[src/rtl/rv32i_types.sv]
// rtl/rv32i_types.sv - shared pipeline types for the rv32i core
package rv32i_types;

   // IF/ID pipeline register as seen by decode
   typedef struct packed {
      logic [31:0] inst_s;
      logic [31:0] pc_s;
      logic [31:0] pc_next_s;
      logic        valid_s;
      logic [63:0] order_s;
   } if_id_stage_reg_t;

   // One fetched instruction together with its address
   typedef struct packed {
      logic [31:0] pc;
      logic [31:0] inst;
   } fetch_entry_t;

   localparam logic [3:0] IMEM_FULL_MASK = 4'hF;

endpackage

[src/rtl/fetch_fifo.sv]
// rtl/fetch_fifo.sv - power-of-2 circular FIFO with registered storage and clear
module fetch_fifo #(
   parameter int  DEPTH   = 4,
   parameter type entry_t = logic [63:0]
) (
   input  logic                         clk,
   input  logic                         rst,
   input  logic                         clear,
   input  logic                         push,
   input  entry_t                       wdata,
   input  logic                         pop,
   output entry_t                       rdata,
   output logic [$clog2(DEPTH+1)-1:0]   count,
   output logic                         full,
   output logic                         empty
);

   localparam int PW = $clog2(DEPTH);
   localparam int CW = $clog2(DEPTH+1);

   entry_t        mem [DEPTH];
   logic [PW-1:0] rd_ptr;
   logic [PW-1:0] wr_ptr;
   logic          pop_ok;

   // The caller guarantees push is only raised when there is room
   // (or a pop happens in the same cycle); pop is ignored when empty.
   assign pop_ok = pop && !empty;
   assign full   = (count == CW'(DEPTH));
   assign empty  = (count == '0);
   assign rdata  = mem[rd_ptr];

   // Pointers wrap naturally because DEPTH is a power of 2
   always_ff @(posedge clk) begin
      if (rst || clear) begin
         rd_ptr <= '0;
         wr_ptr <= '0;
         count  <= '0;
      end else begin
         if (push)   wr_ptr <= wr_ptr + 1'b1;
         if (pop_ok) rd_ptr <= rd_ptr + 1'b1;
         case ({push, pop_ok})
            2'b10:   count <= count + 1'b1;
            2'b01:   count <= count - 1'b1;
            default: count <= count;
         endcase
      end
   end

   // Storage has no reset; contents are only observed through count
   always_ff @(posedge clk) begin
      if (push && !rst && !clear) mem[wr_ptr] <= wdata;
   end

endmodule

[src/rtl/if_prefetch.sv]
// rtl/if_prefetch.sv - prefetching fetch stage; optional same-cycle bypass via IF_PREFETCH_BYPASS_EN
module if_prefetch
   import rv32i_types::*;
#(
   parameter int          DEPTH        = 4,
   parameter int          MAX_INFLIGHT = 2,
   parameter logic [31:0] RESET_PC     = 32'h1eceb000
) (
   input  logic             clk,
   input  logic             rst,
   output logic             imem_req,
   output logic [31:0]      imem_addr,
   output logic [3:0]       imem_rmask,
   input  logic             imem_resp,
   input  logic [31:0]      imem_rdata,
   output if_id_stage_reg_t if_id_reg,
   input  logic             id_ready,
   input  logic             flush,
   input  logic [31:0]      target_pc
);

   localparam int CW = $clog2(DEPTH+1);
   localparam int IW = $clog2(MAX_INFLIGHT+1);

   // live_cnt counts outstanding requests whose words will be kept;
   // discard counts outstanding requests whose words will be dropped.
   // Their sum is the total number of reads the memory still owes us.
   logic [31:0]   fetch_pc;
   logic [IW-1:0] live_cnt;
   logic [IW-1:0] discard;
   logic [IW-1:0] inflight;
   logic [63:0]   order;

   logic [31:0]   infl32, live32, cnt32;
   logic [31:0]   pend_pc;
   logic          issue;
   logic          resp_live;
   logic          resp_dec;
   logic          live_dec;
   logic          head_valid;
   logic          byp_valid;
   logic          out_valid;
   logic          consume;

   fetch_entry_t  q_rdata;
   fetch_entry_t  q_wdata;
   fetch_entry_t  out_entry;
   logic [CW-1:0] q_count;
   logic          q_full;
   logic          q_empty;
   logic          q_push;
   logic          q_pop;

   assign inflight = live_cnt + discard;
   assign infl32   = 32'(inflight);
   assign live32   = 32'(live_cnt);
   assign cnt32    = 32'(q_count);

   // Live requests are sequential and end just below fetch_pc, so the
   // oldest one (the one answering now) sits live_cnt words back.
   assign pend_pc  = fetch_pc - (live32 << 2);

   // Issue control: every live request must have a reserved queue slot
   always_comb begin
      issue = !rst && !flush
              && (infl32 < 32'(MAX_INFLIGHT))
              && ((cnt32 + infl32) < 32'(DEPTH))
              && ((live32 + cnt32) < 32'(DEPTH));
      imem_req   = issue;
      imem_addr  = fetch_pc;
      imem_rmask = issue ? IMEM_FULL_MASK : 4'h0;
   end

   // Response classification and output selection (queue head or bypass)
   always_comb begin
      resp_live  = imem_resp && (discard == '0) && !flush && !rst;
      resp_dec   = imem_resp && (inflight != '0);
      live_dec   = imem_resp && (discard == '0) && (live_cnt != '0);
      head_valid = !q_empty && !flush && !rst;
`ifdef IF_PREFETCH_BYPASS_EN
      byp_valid  = resp_live && q_empty;
`else
      byp_valid  = 1'b0;
`endif
      out_valid  = head_valid || byp_valid;
      consume    = out_valid && id_ready;

      q_wdata.pc   = pend_pc;
      q_wdata.inst = imem_rdata;
      out_entry    = head_valid ? q_rdata : q_wdata;

      q_pop  = head_valid && id_ready;
      q_push = resp_live && !(byp_valid && id_ready) && (!q_full || q_pop);
   end

   // Decode-facing register image; all zero whenever nothing is valid
   always_comb begin
      if_id_reg = '0;
      if (out_valid) begin
         if_id_reg.inst_s    = out_entry.inst;
         if_id_reg.pc_s      = out_entry.pc;
         if_id_reg.pc_next_s = out_entry.pc + 32'd4;
         if_id_reg.valid_s   = 1'b1;
         if_id_reg.order_s   = order;
      end
   end

   // Fetch pc, request accounting and instruction order counter.
   // On reset or redirect every outstanding read becomes stale, except a
   // response arriving that very cycle, which is dropped on the spot.
   always_ff @(posedge clk) begin
      if (rst) begin
         fetch_pc <= RESET_PC;
         live_cnt <= '0;
         discard  <= inflight - IW'(resp_dec);
         order    <= '0;
      end else if (flush) begin
         fetch_pc <= target_pc;
         live_cnt <= '0;
         discard  <= inflight - IW'(resp_dec);
      end else begin
         if (issue) fetch_pc <= fetch_pc + 32'd4;
         live_cnt <= live_cnt + IW'(issue) - IW'(live_dec);
         if (imem_resp && (discard != '0)) discard <= discard - 1'b1;
         if (consume) order <= order + 64'd1;
      end
   end

   fetch_fifo #(
      .DEPTH   (DEPTH),
      .entry_t (fetch_entry_t)
   ) u_queue (
      .clk   (clk),
      .rst   (rst),
      .clear (flush),
      .push  (q_push),
      .wdata (q_wdata),
      .pop   (q_pop),
      .rdata (q_rdata),
      .count (q_count),
      .full  (q_full),
      .empty (q_empty)
   );

endmodule
[config.mk]
export PLATFORM = sky130hd
export DESIGN_NAME = if_prefetch
export DESIGN_NICKNAME = d
export VERILOG_FILES = /design/src/rtl/rv32i_types.sv /design/src/rtl/fetch_fifo.sv /design/src/rtl/if_prefetch.sv
export SDC_FILE = /design/constraint.sdc
export NUM_CORES = 1
export LEC_CHECK = 0
export ABC_AREA = 1
export CORE_MARGIN = 3
export CORE_UTILIZATION = 50
export CTS_CLUSTER_DIAMETER = 200
export DETAILED_ROUTE_END_ITERATION = 10
export HOLD_SLACK_MARGIN = 0.1
export PLACE_DENSITY = 0.74
export SLEW_MARGIN = 5
export SYNTH_ARGS = -nofsm -noshare
export SYNTH_HDL_FRONTEND = slang
export SYNTH_SLANG_ARGS = --single-unit
[constraint.sdc]
create_clock -name clk -period 6 [get_ports clk]
set_clock_uncertainty 0.05 [all_clocks]
set_input_delay 1.2 -clock clk [delete_from_list [all_inputs] [get_ports clk]]
set_output_delay 1.2 -clock clk [all_outputs]
set_load 0.01 [all_outputs]
# After elaboration in Yosys (flattened, before gate mapping)

Memories as Yosys holds them, arrays and structs flattened. A register that Yosys moved wholly into a read port is not among the register bits.
Cells that the tools add are included.

$add $sub $neg: 15
Order comparisons: 3
Equal/unequal tests: 3
Multiplexer cells: 13
Bitwise logic cells: 1
Reductions and logical operators: 33

Operators with widths:

| cell                  | number |
|---|---|
| $mux 161              | 1 |
| $add 32x3->32 const B | 2 |
| $add 64x1->64 const B | 1 |
| $mux 32               | 2 |
| $mux 64               | 1 |
| $sub 32x4->32         | 1 |
| $logic_and 1x1->1     | 17 |
| $mux 2                | 5 |
| $reduce_bool 2->1     | 5 |
| $lt 4x3->1 const B    | 2 |
| $pmux 3 s2            | 1 |
| $add 2x1->2 const B   | 2 |
| $add 2x3->4           | 1 |
| $add 3x2->4           | 1 |
| $logic_not 1->1       | 4 |
| $mux 4                | 1 |
| $sub 2x1->2           | 2 |
| $add 3x1->3 const B   | 1 |
| $eq 3x3->1 const B    | 1 |
| $logic_not 3->1       | 1 |
| $reduce_bool 3->1     | 1 |
| $sub 3x1->3 const B   | 1 |
| $add 2x1->2           | 1 |
| $add 2x2->2           | 1 |
| 10 further kinds      | 12 |

Bits in registers: 107
Memory bits (writable): 256
Input port bits: 69
Output and inout port bits: 198
Memories: 1

Memories:

| name        | depth | bits a word | read ports | clocked after memory_dff | write ports | RTL line         | text |
|---|---|---|---|---|---|---|---|
| u_queue.mem | 4     | 64          | 1          | 1                        | 1           | fetch_fifo.sv:21 | `entry_t mem [DEPTH];` |

# Longest topological paths before layout

Depth in word-level cells: 11
Gate-level depth with buffers: 19
Mapped depth without buffers: 19

# Cells and area by module

From an unflattened synthesis, not the netlist that was laid out.

Cell total of the unflattened synthesis: 2273
Area total of the unflattened synthesis: 18971.9 µm²

Modules (own cells, without submodules):

| module      | instances | cells an instance | area an instance (µm²) | seq. area each (µm²) |
|---|---|---|---|---|
| fetch_fifo  | 1         | 688               | 9977.1                 | 7867.5 |
| if_prefetch | 1         | 1585              | 8994.9                 | 2021.9 |

# Worst setup path before layout

Ideal clock, no wire load.

Path type: in2reg
Start: input port flush
End: memory u_queue.mem[0][0] (netlist name), enable pin
Library setup time: 487 ps
Arrival: 4861 ps
Data required time: 5463 ps
Setup slack: 603 ps
Stages on the path: 8
Path through: buf_2 nor2_4 nand2_4 nor2_8 inv_1 nand3_1 nand4_1 nor2_1

Longest elaborated chain between the ends: 10

RTL lines:

| what                            | RTL line                                               | text |
|---|---|---|
| start: declaration              | if_prefetch.sv:18                                      | `input logic flush,` |
| $logic_not 1->1 *               | fetch_fifo.sv:52, if_prefetch.sv:76, if_prefetch.sv:79 |  |
| $logic_and 1x1->1 (2 in series) | if_prefetch.sv:79                                      | `head_valid = !q_empty && !flush && !rst;` |
| $logic_and 1x1->1               | if_prefetch.sv:92                                      | `q_pop = head_valid && id_ready;` |
| $logic_or 1x1->1                | if_prefetch.sv:93                                      | `q_push = resp_live && !(byp_valid && id_ready) && (!q_full \|\| q_pop);` |
| $logic_and 1x1->1               | if_prefetch.sv:93                                      |  |
| $logic_and 1x1->1               | fetch_fifo.sv:52                                       | `if (push && !rst && !clear) mem[wr_ptr] <= wdata;` |
| $logic_and 1x1->1 *             | fetch_fifo.sv:52                                       |  |
| $mux 1 *                        | fetch_fifo.sv:52                                       |  |
| $mux 1 (implied by the code) *  | fetch_fifo.sv:52                                       |  |
| end: declaration                | fetch_fifo.sv:21                                       |  |

Every way passes the cells marked *; elsewhere a longest branch is shown, timed or not.

==> impl_metrics.ini <==
[sta]
worst_pin_slew_ps = 1100
period_needed_ps = 5620
final_max_slew_viol_count = 0
finalSetupViolCount = 0
slew-limit-headroom_pct = 26.7
grt_setup_unrepaired = false
hold_viol = 0
fin_crit_sh_pct = 93.6
max_freq_ghz = 0.178
fin_tns_setup_ps = 0

[floorplan]
floorplan.initialDensity_pct = 51.3
io_pins = 267
die_w_um = 204
core_area_sq_mm = 0.0381
dieArea_sq_mm = 0.0415
std_cell_rows = 71
die_height_um = 204

[global_route]
met2_usage_pct = 45.4
grt_max_degree = 74
use_met3_pct = 5.03
grt_use_total_pct = 28.2
grt_pass1_wl_um = 91800
antenna_found_initial = 1
overflow = 0
grt_pass1_vias = 16696
grt.busiest_layer = met2
gr-usage-met1_pct = 39.2

[critical_path]
crit_path_end_kind = output port
cp.arrival_ps = 4370
r2r_slack_ps = 2080
r2r-end = u_queue.mem[1][62]$_DFFE_PP_
critical_path.max_fanout = 72
startpoint_type = register
cp.required_ps = 4750
worstSetupEndpoint = if_id_reg[85]
worst-r2r-cell-count = 10
r2r_start = u_queue.count[1]$_SDFFE_PP0P_
worstSetupPathType = reg -> out

[cts]
clockRootBuffer = clkbuf_16
cts.sink_count = 365
clk_latency_ps = 580
cts_max_level = 2
path_clk_slew_ps = 60
clock_path_buffers = 3
post_cts_buffers = 0
ctsResizeCount = 0
cts_tree = built
cts-buffers-inserted = 39
holdBufCountCts = 0

[drt]
drtPass1Iterations = 5
detail_route.vias_per_cell = 5.49
dr_total_vias = 17140
drt_iter0_markers = 1482
wl_um = 59500
post_drt_wl_per_cell_um = 19.0
drc = 0
antenna_left = 0

[synthesis]
synth_cells = 2360
syn-num-nets = 2448
ys_types = 60
synth_edf_count = 258
async_flop_share_pct = 0
synth_top_cell_by_area = edfxtp_1
syn_area_sq_mm = 0.0196
ys_top_cells_by_area = edfxtp_1 40%, dfxtp_1 11%, nand2_1 9.3%
syn_avg_cell_area_sq_um = 8.29
yosysWarningCount = 0
yosysTopAreaCellShare_pct = 39.6
synth-seq-area-share_pct = 50.6
ys.flop_type = edfxtp_1
yosys_register_bits = 365

[placement]
place_inst = 3051
hpwl_um = 42000
port_buffers = 266
place.gp.congestion = 0.965

[outcome]
status = finished clean

[hold_path]
min_path_cells = 2
min_path_type = reg -> reg

[power_and_ir_drop]
power_leakage_nw = 8.54
powerDensity_mw_per_mm2 = 250
total_power_w = 0.00594
ir_worst_vdd_mv = 0.214

[layout]
layout-area-overhead-vs-synth_pct = 21.5
layout-drive-gt1-share_pct = 7.73
finish.net_count = 2669
finalNonFillerCells = 3123
antennaDiodeCount = 0

[job]
drv_cap = 0
-- cells in the mapped netlist (all sizes together), types with 37 or more instances --
library cell and instances:
nand2 513, nor2 472, edfxtp 258, inv 230
o21ai 137, nand3 136, a21oi 124, dfxtp 107
buf 70, nor3 68, xor2 48, nand4 37
-- layer usage --
metal / up-vias / share of wire [%]
li1: 8283 / -
met1: 8030 / 43
met5: - / 0.018
met3: 93 / 8.3
met2: 732 / 46
met4: 2 / 2.6
-- power breakdown --
part,internal (W),total (W),switching [W]
Clock,0.00141,0.00243,0.00102
Combinational,0.000231,0.000657,0.000426
Sequential,0.00278,0.00285,0.0000713
-- layout make-up --
cell class                 instances  area (sq um)
fill                            3269         14300
sequential                       365          9890
multi-input combinational       1658          8260
timing repair buffer             286          2820
clock buffer                      55          1090
inverter                         231           872
tap                              511           639
clock inverter                    17           198
-- cell families (layout without fill, tap and decap cells) --
group | Yosys count | in the layout | synth area share [%]
fa+ha+maj | 19 | 19 | 1.29
xor+xnor | 51 | 51 | 2.28
compound gates | 317 | 317 | 9.05
flops | 365 | 365 | 50.6
simple gates | 1271 | 1271 | 29.4
buf+inv | 337 | 589 | 7.40
-- state kept, by name (all words and copies together) (netlist names), named ones only --
| name | flops |
|---|---|
| u_queue.mem | 256 |
| order | 64 |
| imem_addr | 32 |
| u_queue.count | 3 |
| discard | 2 |
| live_cnt | 2 |
| u_queue.rd_ptr | 2 |
| u_queue.wr_ptr | 2 |
-- worst min path at each step --
stage	to	slack, ps	start
global route	order[57]$_SDFFE_PP0P_	460	order[57]$_SDFFE_PP0P_
CTS	order[42]$_SDFFE_PP0P_	440	order[42]$_SDFFE_PP0P_
floorplan	order[42]$_SDFFE_PP0P_	400	order[42]$_SDFFE_PP0P_
global placement	order[42]$_SDFFE_PP0P_	400	order[42]$_SDFFE_PP0P_
finish	order[42]$_SDFFE_PP0P_	440	order[42]$_SDFFE_PP0P_
detailed placement	order[42]$_SDFFE_PP0P_	430	order[42]$_SDFFE_PP0P_
-- critical path, stage by stage (launching register included) --
cell,delay [ps]
dfxtp_4,860
inv_4,450
nand2_1,160
nand3_1,70
nand2_1,120
nand2_1,80
nand2_1,100
ha_1,180
inv_1,60
nor2_2,190
nand3_2,140
nor2_2,200
nand2_2,90
nor2_2,160
nand2_1,70
a21oi_1,170
clkdlybuf4s50_1,590
-- cell usage in the layout (no fill, tap or decap), types with 4 or more instances in the layout --
cell               n
nor2_1           421
nand2_4            6
nor2_4            28
a32o_1             6
nand3_1          130
nor2_2            20
clkinv_2           6
buf_4             19
xor2_1            48
clkbuf_1          12
o221ai_1           5
inv_1            218
ha_1              17
o211ai_1          11
dfxtp_1          105
or2_2             10
clkinv_1           4
nor3b_2            6
clkbuf_16         40
nand2_1          484
nor3b_1            6
o21ai_0          123
and2_1             4
nand4_1           34
nand3_2            5
a21oi_1          122
nand3b_1           4
o21ai_1           13
clkdlybuf4s50_1  265
inv_2             10
a31oi_1           14
nor3_1            68
nand2_2           22
edfxtp_1         258
nor4_1            12
-- stage by stage --
step / cell area [sq um] / utilization, % / worst slack (ps) / hold WS (ps)
floorplan: 19600 / - / 603 / 395
global placement: 22500 / 59.0 / 635 / 403
detailed placement: 22500 / 59.0 / 526 / 428
CTS: 23800 / 62.4 / 378 / 437
global route: 23800 / 62.4 / 62.7 / 456
finish: 23800 / 62.4 / 382 / 442
(Power assumes the default switching activity.)
